[config.mk]
export PLATFORM = sky130hd
export DESIGN_NAME = mux_sign_pipe
export DESIGN_NICKNAME = d
export VERILOG_FILES = /design/src/rtl/mux_sign_pipe.sv
export SDC_FILE = /design/constraint.sdc
export NUM_CORES = 1
export LEC_CHECK = 0
export ABC_CLOCK_PERIOD_IN_PS = 2200
export BUFFER_PORTS_ARGS = -buffer_cell sky130_fd_sc_hd__buf_2
export CAP_MARGIN = 30
export CORE_ASPECT_RATIO = 0.7
export CORE_MARGIN = 2
export CORE_UTILIZATION = 56
export DETAILED_ROUTE_END_ITERATION = 8
export PLACE_DENSITY = 0.77
export SYNTH_ARGS = -nofsm -noshare
export SYNTH_HDL_FRONTEND = slang
export SYNTH_SLANG_ARGS = --single-unit
[constraint.sdc]
create_clock -name clk -period 2.2 [get_ports clk]
set_input_delay 0.33 -clock clk [delete_from_list [all_inputs] [get_ports clk]]
set_output_delay 0.33 -clock clk [all_outputs]
set_load 0.05 [all_outputs]
[src/rtl/mux_sign_pipe.sv]
// Per-lane 2:1 select followed by a sign operation (pass/negate/abs/relu), with results
// buffered in a 2-entry FIFO behind a valid/ready handshake on both sides.
module mux_sign_pipe #(
    parameter int unsigned W     = 8,
    parameter int unsigned LANES = 4
) (
    input  logic                           clk,
    input  logic                           rst_n,
    input  logic                           in_valid,
    output logic                           in_ready,
    input  logic [LANES*W-1:0]             i0,
    input  logic [LANES*W-1:0]             i1,
    input  logic [LANES-1:0]               sel,
    input  logic [1:0]                     mode,
    output logic                           out_valid,
    input  logic                           out_ready,
    output logic [LANES*W-1:0]             out_data,
    output logic [$clog2(LANES+1)-1:0]     neg_cnt,
    output logic [LANES-1:0]               sat
);

    localparam int unsigned CW = $clog2(LANES + 1);
    localparam logic [W-1:0] MinVal = {1'b1, {(W-1){1'b0}}};
    localparam logic [W-1:0] MaxVal = {1'b0, {(W-1){1'b1}}};

    typedef enum logic [1:0] {StEmpty, StOne, StFull} occ_e;

    occ_e                 state_q, state_d;
    logic                 rdy_en_q;
    logic                 wr_ptr_q, rd_ptr_q;
    logic [LANES*W-1:0]   data_q [2];
    logic [CW-1:0]        neg_q  [2];
    logic [LANES-1:0]     sat_q  [2];

    logic [LANES*W-1:0]   res_data;
    logic [CW-1:0]        res_neg;
    logic [LANES-1:0]     res_sat;

    logic                 accept;
    logic                 consume;

    // in_ready comes only from registered state, so it never combinationally follows
    // in_valid or out_ready; rdy_en_q keeps it low until the first edge after reset.
    assign in_ready  = rdy_en_q && (state_q != StFull);
    assign out_valid = (state_q != StEmpty);
    assign accept    = in_valid && in_ready;
    assign consume   = out_valid && out_ready;

    // Lane select and sign operation on the incoming beat.
    always_comb begin
        logic [W-1:0] x;
        logic [W-1:0] y;
        logic [W-1:0] neg_x;
        x        = '0;
        y        = '0;
        neg_x    = '0;
        res_data = '0;
        res_neg  = '0;
        res_sat  = '0;
        for (int k = 0; k < int'(LANES); k++) begin
            x     = sel[k] ? i1[k*W +: W] : i0[k*W +: W];
            neg_x = '0 - x;
            y     = x;
            case (mode)
                2'b00: y = x;
                2'b01: begin
                    if (x == MinVal) begin
                        y          = MaxVal;
                        res_sat[k] = 1'b1;
                    end else begin
                        y = neg_x;
                    end
                end
                2'b10: begin
                    if (x == MinVal) begin
                        y          = MaxVal;
                        res_sat[k] = 1'b1;
                    end else if (x[W-1]) begin
                        y = neg_x;
                    end else begin
                        y = x;
                    end
                end
                default: y = x[W-1] ? '0 : x;
            endcase
            res_data[k*W +: W] = y;
            res_neg            = res_neg + CW'(x[W-1]);
        end
    end

    // Occupancy next-state: accept adds one, consume removes one.
    always_comb begin
        state_d = state_q;
        unique case (state_q)
            StEmpty: if (accept) state_d = StOne;
            StOne: begin
                if (accept && !consume)      state_d = StFull;
                else if (!accept && consume) state_d = StEmpty;
            end
            StFull:  if (consume) state_d = StOne;
            default: state_d = StEmpty;
        endcase
    end

    // Occupancy, pointers and post-reset ready enable.
    always_ff @(posedge clk or negedge rst_n) begin
        if (!rst_n) begin
            state_q  <= StEmpty;
            rdy_en_q <= 1'b0;
            wr_ptr_q <= 1'b0;
            rd_ptr_q <= 1'b0;
        end else begin
            state_q  <= state_d;
            rdy_en_q <= 1'b1;
            if (accept)  wr_ptr_q <= ~wr_ptr_q;
            if (consume) rd_ptr_q <= ~rd_ptr_q;
        end
    end

    // FIFO storage, written with the computed result on acceptance.
    always_ff @(posedge clk or negedge rst_n) begin
        if (!rst_n) begin
            for (int e = 0; e < 2; e++) begin
                data_q[e] <= '0;
                neg_q[e]  <= '0;
                sat_q[e]  <= '0;
            end
        end else if (accept) begin
            data_q[wr_ptr_q] <= res_data;
            neg_q[wr_ptr_q]  <= res_neg;
            sat_q[wr_ptr_q]  <= res_sat;
        end
    end

    // Head of FIFO drives outputs; forced to zero when nothing is valid.
    always_comb begin
        out_data = '0;
        neg_cnt  = '0;
        sat      = '0;
        if (out_valid) begin
            out_data = data_q[rd_ptr_q];
            neg_cnt  = neg_q[rd_ptr_q];
            sat      = sat_q[rd_ptr_q];
        end
    end

endmodule
[Word level (Yosys, flattened, before mapping)]
Index checks and enable logic that the tools add are counted.
Word-level totals
  bits in registers: 83
  input port bits: 74
  output and inout bits: 41
  word-level logic and storage cells: 107
Cells by class
  add/sub/neg operators: 7
  order comparisons: 3
  equal/unequal tests: 12
  muxes and demuxes: 58
  bitwise operators: 4
  reductions and logical operators: 13
Operators by type and width (count)
  32-bit 2-to-1 mux: 5
  8-bit 2-to-1 mux: 16
  8-bit case mux with 3 select lines: 4
  64-bit bitwise mux: 1
  32-bit demux with 1-bit select: 1
  8-bit == test (second input constant): 4
  1-bit by 8-bit subtractor with 8-bit output (first input constant): 4
  7-bit 2-to-1 mux: 4
  4-bit 2-to-1 mux: 5
  3-bit 2-to-1 mux: 5
  8-bit bitwise mux: 1
  1-bit 2-to-1 mux: 8
  2-bit 2-to-1 mux: 4
  6-bit bitwise mux: 1
  1-bit logical AND: 6
  2-bit != test (second input constant): 3
  2-bit case mux with 3 select lines: 1
  4-bit demux with 1-bit select: 1
  2-bit by 1-bit == test with 1-bit output (second input constant): 2
  2-bit == test (second input constant): 2
  2-bit >= comparator (second input constant): 2
  2-bit zero test: 2
  1-bit NOT with 2-bit output: 2
  2-bit by 1-bit adder with 3-bit output: 1
  other kinds (10): 12

[Logic depth before layout (Yosys ltp)]
  depth after elaboration: 8
  gate-level depth with buffers: 11
  gate-level depth less buffers: 9

[Worst setup path after synthesis]
OpenSTA, ideal clock, no wires.
  path kind: input-to-reg
  from: input port sel[3]
  to: register data_q[29] in the netlist's numbering
  library setup time: 0.095 ns
  data arrival time: 2.958 ns
  required time: 2.105 ns
  slack: -0.854 ns
  cell stages on the path: 9
  buffers on the path: 2
  path through: buf_2 buf_1 mux2i_1 ha_1 or4bb_1 a222oi_1 a32o_1 a21oi_1 o31ai_1
On the way
  cells in the longest elaborated chain, start to end: 6
  elaborated cells on any way between the ends: 9
  those cells by class: 1 x add/sub; 1 x eq/ne; 7 x mux
Ends and longest elaborated chain
  from (decl): line 13  | input logic [LANES-1:0] sel,
  8-bit 2-to-1 mux (*): line 61  | x = sel[k] ? i1[k*W +: W] : i0[k*W +: W];
  1-bit by 8-bit subtractor with 8-bit output: line 62  | neg_x = '0 - x;
  8-bit 2-to-1 mux: line 78  | end else if (x[W-1]) begin
  8-bit 2-to-1 mux: line 75  | if (x == MinVal) begin
  8-bit case mux with 3 select lines (*): line 64  | case (mode)
  64-bit bitwise mux (*): line 129  | data_q[wr_ptr_q] <= res_data;
  to (signal, indexed assignment): line 129
  to (decl): line 31  | logic [LANES*W-1:0] data_q [2];
Mark *: on every way between the ends. The rest lies on a longest branch, timed or not.
A chain may end at the register's enable or synchronous reset.

[Worst setup path after layout]
  from: input port sel[2]
  to: register data_q[23] in the netlist's numbering
The elaborated chain is that of the path after synthesis.

==> impl_metrics.tcl <==
set metrics [dict create \
    start_kind "input port" \
    fin_setup_tns_ns -0.00738 \
    synth.ff_latch_count 83 \
    synth-xor-area-share_pct 0.454 \
    yosysTopAreaCell "sky130_fd_sc_hd__dfrtp_1" \
    critical_path.n_buffers_inverters 3 \
    synth.distinct_cells 63 \
    core_area_um2 9870 \
    pre_cts_slack_ns -0.524 \
    yosys-top-cells-count "sky130_fd_sc_hd__nand2_1, sky130_fd_sc_hd__dfrtp_1, sky130_fd_sc_hd__mux2i_1, sky130_fd_sc_hd__nor2_1, sky130_fd_sc_hd__clkbuf_1" \
    synthArstFlopShare_pct 100 \
    route.final.wire_length_um 18700 \
    total_leakage_power_nw 3.92 \
    maxSlewViolCount 0 \
    postSynth.topFlopCell "sky130_fd_sc_hd__dfrtp_1" \
    fin_worst_setup_slack_ns -0.00738 \
    io-pin-count 115 \
    cts_tree "built" \
    cap_violations 0 \
    endpoint_kind "flop" \
    drc 0 \
    compound_gate_portion_of_the_synthesized_area_pct 16.5 \
    min-delay-path-class "input port to flop" \
    clkTransAtPathRegs_ns 0.07 \
    grt_max_degree 52 \
    synth_top_family_by_area "simple AND/OR/NAND/NOR gates" \
    slowest_stage "sky130_fd_sc_hd__or3_1" \
    vdd.ir_drop.worst_mv 1.08 \
    detailedRoute.firstIterationViolations 457 \
    period_needed_ns 2.21 \
    clock_power_share_pct 20.8 \
    final.fill_count 639 \
    floorplan.die.width_um 125 \
    drt_first_pass_iters 5 \
    die_h_um 89.0 \
    wl_per_cell_um 18.8 \
    finalCritPeriodShare_pct 100 \
    logic_gate_share_of_total_power_pct 47.2 \
    placedInstanceArea_um2 7290 \
    ctsLongestPathBuffers 2 \
    worst_hold_slack_ns 0.218 \
    cts.sinks 83 \
    globalRouteTotalUtil_pct 32.7 \
    violations "setup timing" \
    wire_length_of_the_first_global_routing_pass_um 29000 \
    vias_in_the_first_global_route 5875 \
    run_status "finished with violations" \
    synth_mux_area_share_pct 17.9 \
    avgViaCountPerCell 6.00 \
    net_switching_mw 3.19 \
    via_count 5966 \
    fp.dieArea_um2 11200 \
    post_layout_nonfiller_instances 994 \
    crit_top_cell "sky130_fd_sc_hd__nand2_1" \
    yosys_warnings 0 \
    layout-drive-gt1-share_pct 39.7 \
    internal-power_mw 4.31 \
    cp_max_fo 8 \
    cp_data_required_time_ns 2.47 \
    ys_seq_area_share_pct 35.9 \
    total_cts_buffers 9 \
    mappedNetlistNets 755 \
    timing.final.hold_violations 0 \
    synth.avg_cell_area_um2 8.70 \
    critPathArrivalTime_ns 2.47 \
    final_cell_area_um2 7920 \
    antenna_found_initial 0 \
    actual_transition_at_the_worst_max_transition_pin_ns 0.542 \
    number_of_synthesized_flops_with_an_enable_pin 0 \
    synthesized_netlist_cell_count 665 \
    slew-limit-headroom_pct 63.8 \
    post-synth-top-area-fraction_pct 35.9 \
    p_seq_share_pct 32.0 \
    setup.worst_path.class "input port to flop" \
    gpl.final_weighted_congestion 0.934 \
    crit_path_max_delay_family "simple AND/OR/NAND/NOR gates" \
    layout.nets 951 \
    fin_skew_ns 0.00976 \
    clock.fmax_mhz 453 \
    standard_cell_row_count 30 \
    setup_violations 1 \
    critical_path.cell_chain "buf_12 -> buf_4 -> or3_1 -> and2_1 -> nor3b_1 -> ha_1 -> inv_1 -> a22oi_1 -> o32ai_2 -> nand2_1 -> nand2_1" \
    initial_util_pct 58.6 \
    sw_frac_of_total_pct 42.5 \
    synth_area_um2 5780 \
    ant_nets 0 \
    global_route.overflow_total 0 \
    power-per-cell-area_nw_per_um2 947 \
    io_buffers 114 \
    synth.top_cells.by_area "sky130_fd_sc_hd__dfrtp_1, sky130_fd_sc_hd__mux2i_1, sky130_fd_sc_hd__nand2_1" \
    post_synth_and_or_nand_nor_area_fraction_pct 21.5 \
    diodes 0 \
    number_of_h_tree_levels 3 \
    place_inst 968 \
    cp_slowest_stage_delay_ns 0.39 \
    synth-adder-area-share_pct 3.59 \
    clock_tree.root_cell "sky130_fd_sc_hd__clkbuf_16" \
    total_power_mw 7.50 \
    synthToLayoutAreaGrowth_pct 36.9 \
    clk_latency_ns 0.33 \
    hpwl_detailed_um 13700 \
    postLayoutCoreUtil_pct 80.2 \
    yosysMostFrequentCell "sky130_fd_sc_hd__nand2_1" \
]
[area by class of cell]
type                            count  area (µm²)  share of cell area (%)
Multi-Input combinational cell    520        3790                    47.9
Sequential cell                    83        2080                    26.2
Timing Repair Buffer              230        1510                    19.1
Clock buffer                       11         253                    3.19
Tap cell                          128         160                    2.02
Inverter                           17        63.8                   0.806
Clock inverter                      5        60.1                   0.759
[layout by cell type, fill, tap and decap left out, types with 5 or more instances in the layout]
cell type,Yosys,layout
sky130_fd_sc_hd__nand2_1,110,108
sky130_fd_sc_hd__nand3b_1,5,5
sky130_fd_sc_hd__or3_1,5,5
sky130_fd_sc_hd__inv_1,16,16
sky130_fd_sc_hd__o211ai_1,8,8
sky130_fd_sc_hd__dfrtp_1,83,82
sky130_fd_sc_hd__nor2b_1,6,6
sky130_fd_sc_hd__a21oi_2,0,5
sky130_fd_sc_hd__mux2_2,34,28
sky130_fd_sc_hd__buf_2,3,109
sky130_fd_sc_hd__o21ai_0,25,16
sky130_fd_sc_hd__or3b_2,5,5
sky130_fd_sc_hd__nor2_1,61,58
sky130_fd_sc_hd__nand3_1,5,5
sky130_fd_sc_hd__a22oi_1,8,6
sky130_fd_sc_hd__clkbuf_16,0,9
sky130_fd_sc_hd__a21oi_1,31,26
sky130_fd_sc_hd__o21ai_1,17,23
sky130_fd_sc_hd__mux2i_1,65,58
sky130_fd_sc_hd__a21o_1,7,7
sky130_fd_sc_hd__o31ai_1,6,5
sky130_fd_sc_hd__buf_4,0,114
sky130_fd_sc_hd__mux2_4,0,6
sky130_fd_sc_hd__ha_1,15,11
sky130_fd_sc_hd__and2_1,10,8
sky130_fd_sc_hd__nor3_1,11,10
sky130_fd_sc_hd__mux2i_4,0,5
[state kept, by name, indices dropped and copies added, names as in the netlist]
signal	count
sat_q	8
neg_q	6
state_q	2
rd_ptr_q	1
wr_ptr_q	1
data_q	64
rdy_en_q	1
[routing by layer]
layer / routed length, µm / GRT usage [%]
met2: 9100 / 58.0
met4: 313 / 10.0
met5: 0 / 0
met1: 7840 / 41.2
met3: 1440 / 6.82
[repair_timing]
action	4_1_cts	5_1_grt
hold endpoints to repair	32	0
buffers inserted	3	6
pin swaps	0	18
setup endpoints to repair	14	50
gates resized for setup	7	43
hold buffers	1	0
[cell families after synthesis]
family          count (synthesis)
xor+xnor                        3
buf+inv                        62
flops                          83
simple gates                  256
fa+ha+maj                      16
compound gates                145
mux                            99
other cells                     1
[power groups by stage]
| stage | registers (mW) | clock network [mW] | logic (mW) |
|---|---|---|---|
| 2_1_floorplan | 2.28 | 0 | 2.51 |
| 3_3_place_gp | 2.36 | 0 | 3.32 |
| 3_5_place_dp | 2.40 | 0 | 3.40 |
| 4_1_cts | 2.39 | 1.57 | 3.45 |
| 5_1_grt | 2.45 | 1.63 | 3.78 |
| 6_report | 2.40 | 1.56 | 3.54 |
[worst paths after layout]
check	from	end	slack [ns]	depth (start not counted)
setup reg to reg	state_q[0]	data_q[22]	0.28	5
max in group asynchronous	rst_n	data_q[20]	1.08	3
hold reg to reg	data_q[45]	data_q[45]	0.48	2
setup / recovery	sel[2]	data_q[23]	-0.007	11
min in group asynchronous	rst_n	data_q[0]	0.48	2
hold / removal	out_ready	state_q[1]	0.22	2
[worst register-to-register path, stage by stage (launching register included)]
cell and delay [ns]:
sky130_fd_sc_hd__dfrtp_1 0.43, sky130_fd_sc_hd__nor2b_1 0.46, sky130_fd_sc_hd__nor2_1 0.18, sky130_fd_sc_hd__and2_1 0.23, sky130_fd_sc_hd__buf_12 0.18, sky130_fd_sc_hd__mux2_4 0.33
(Power assumes the default switching activity.)
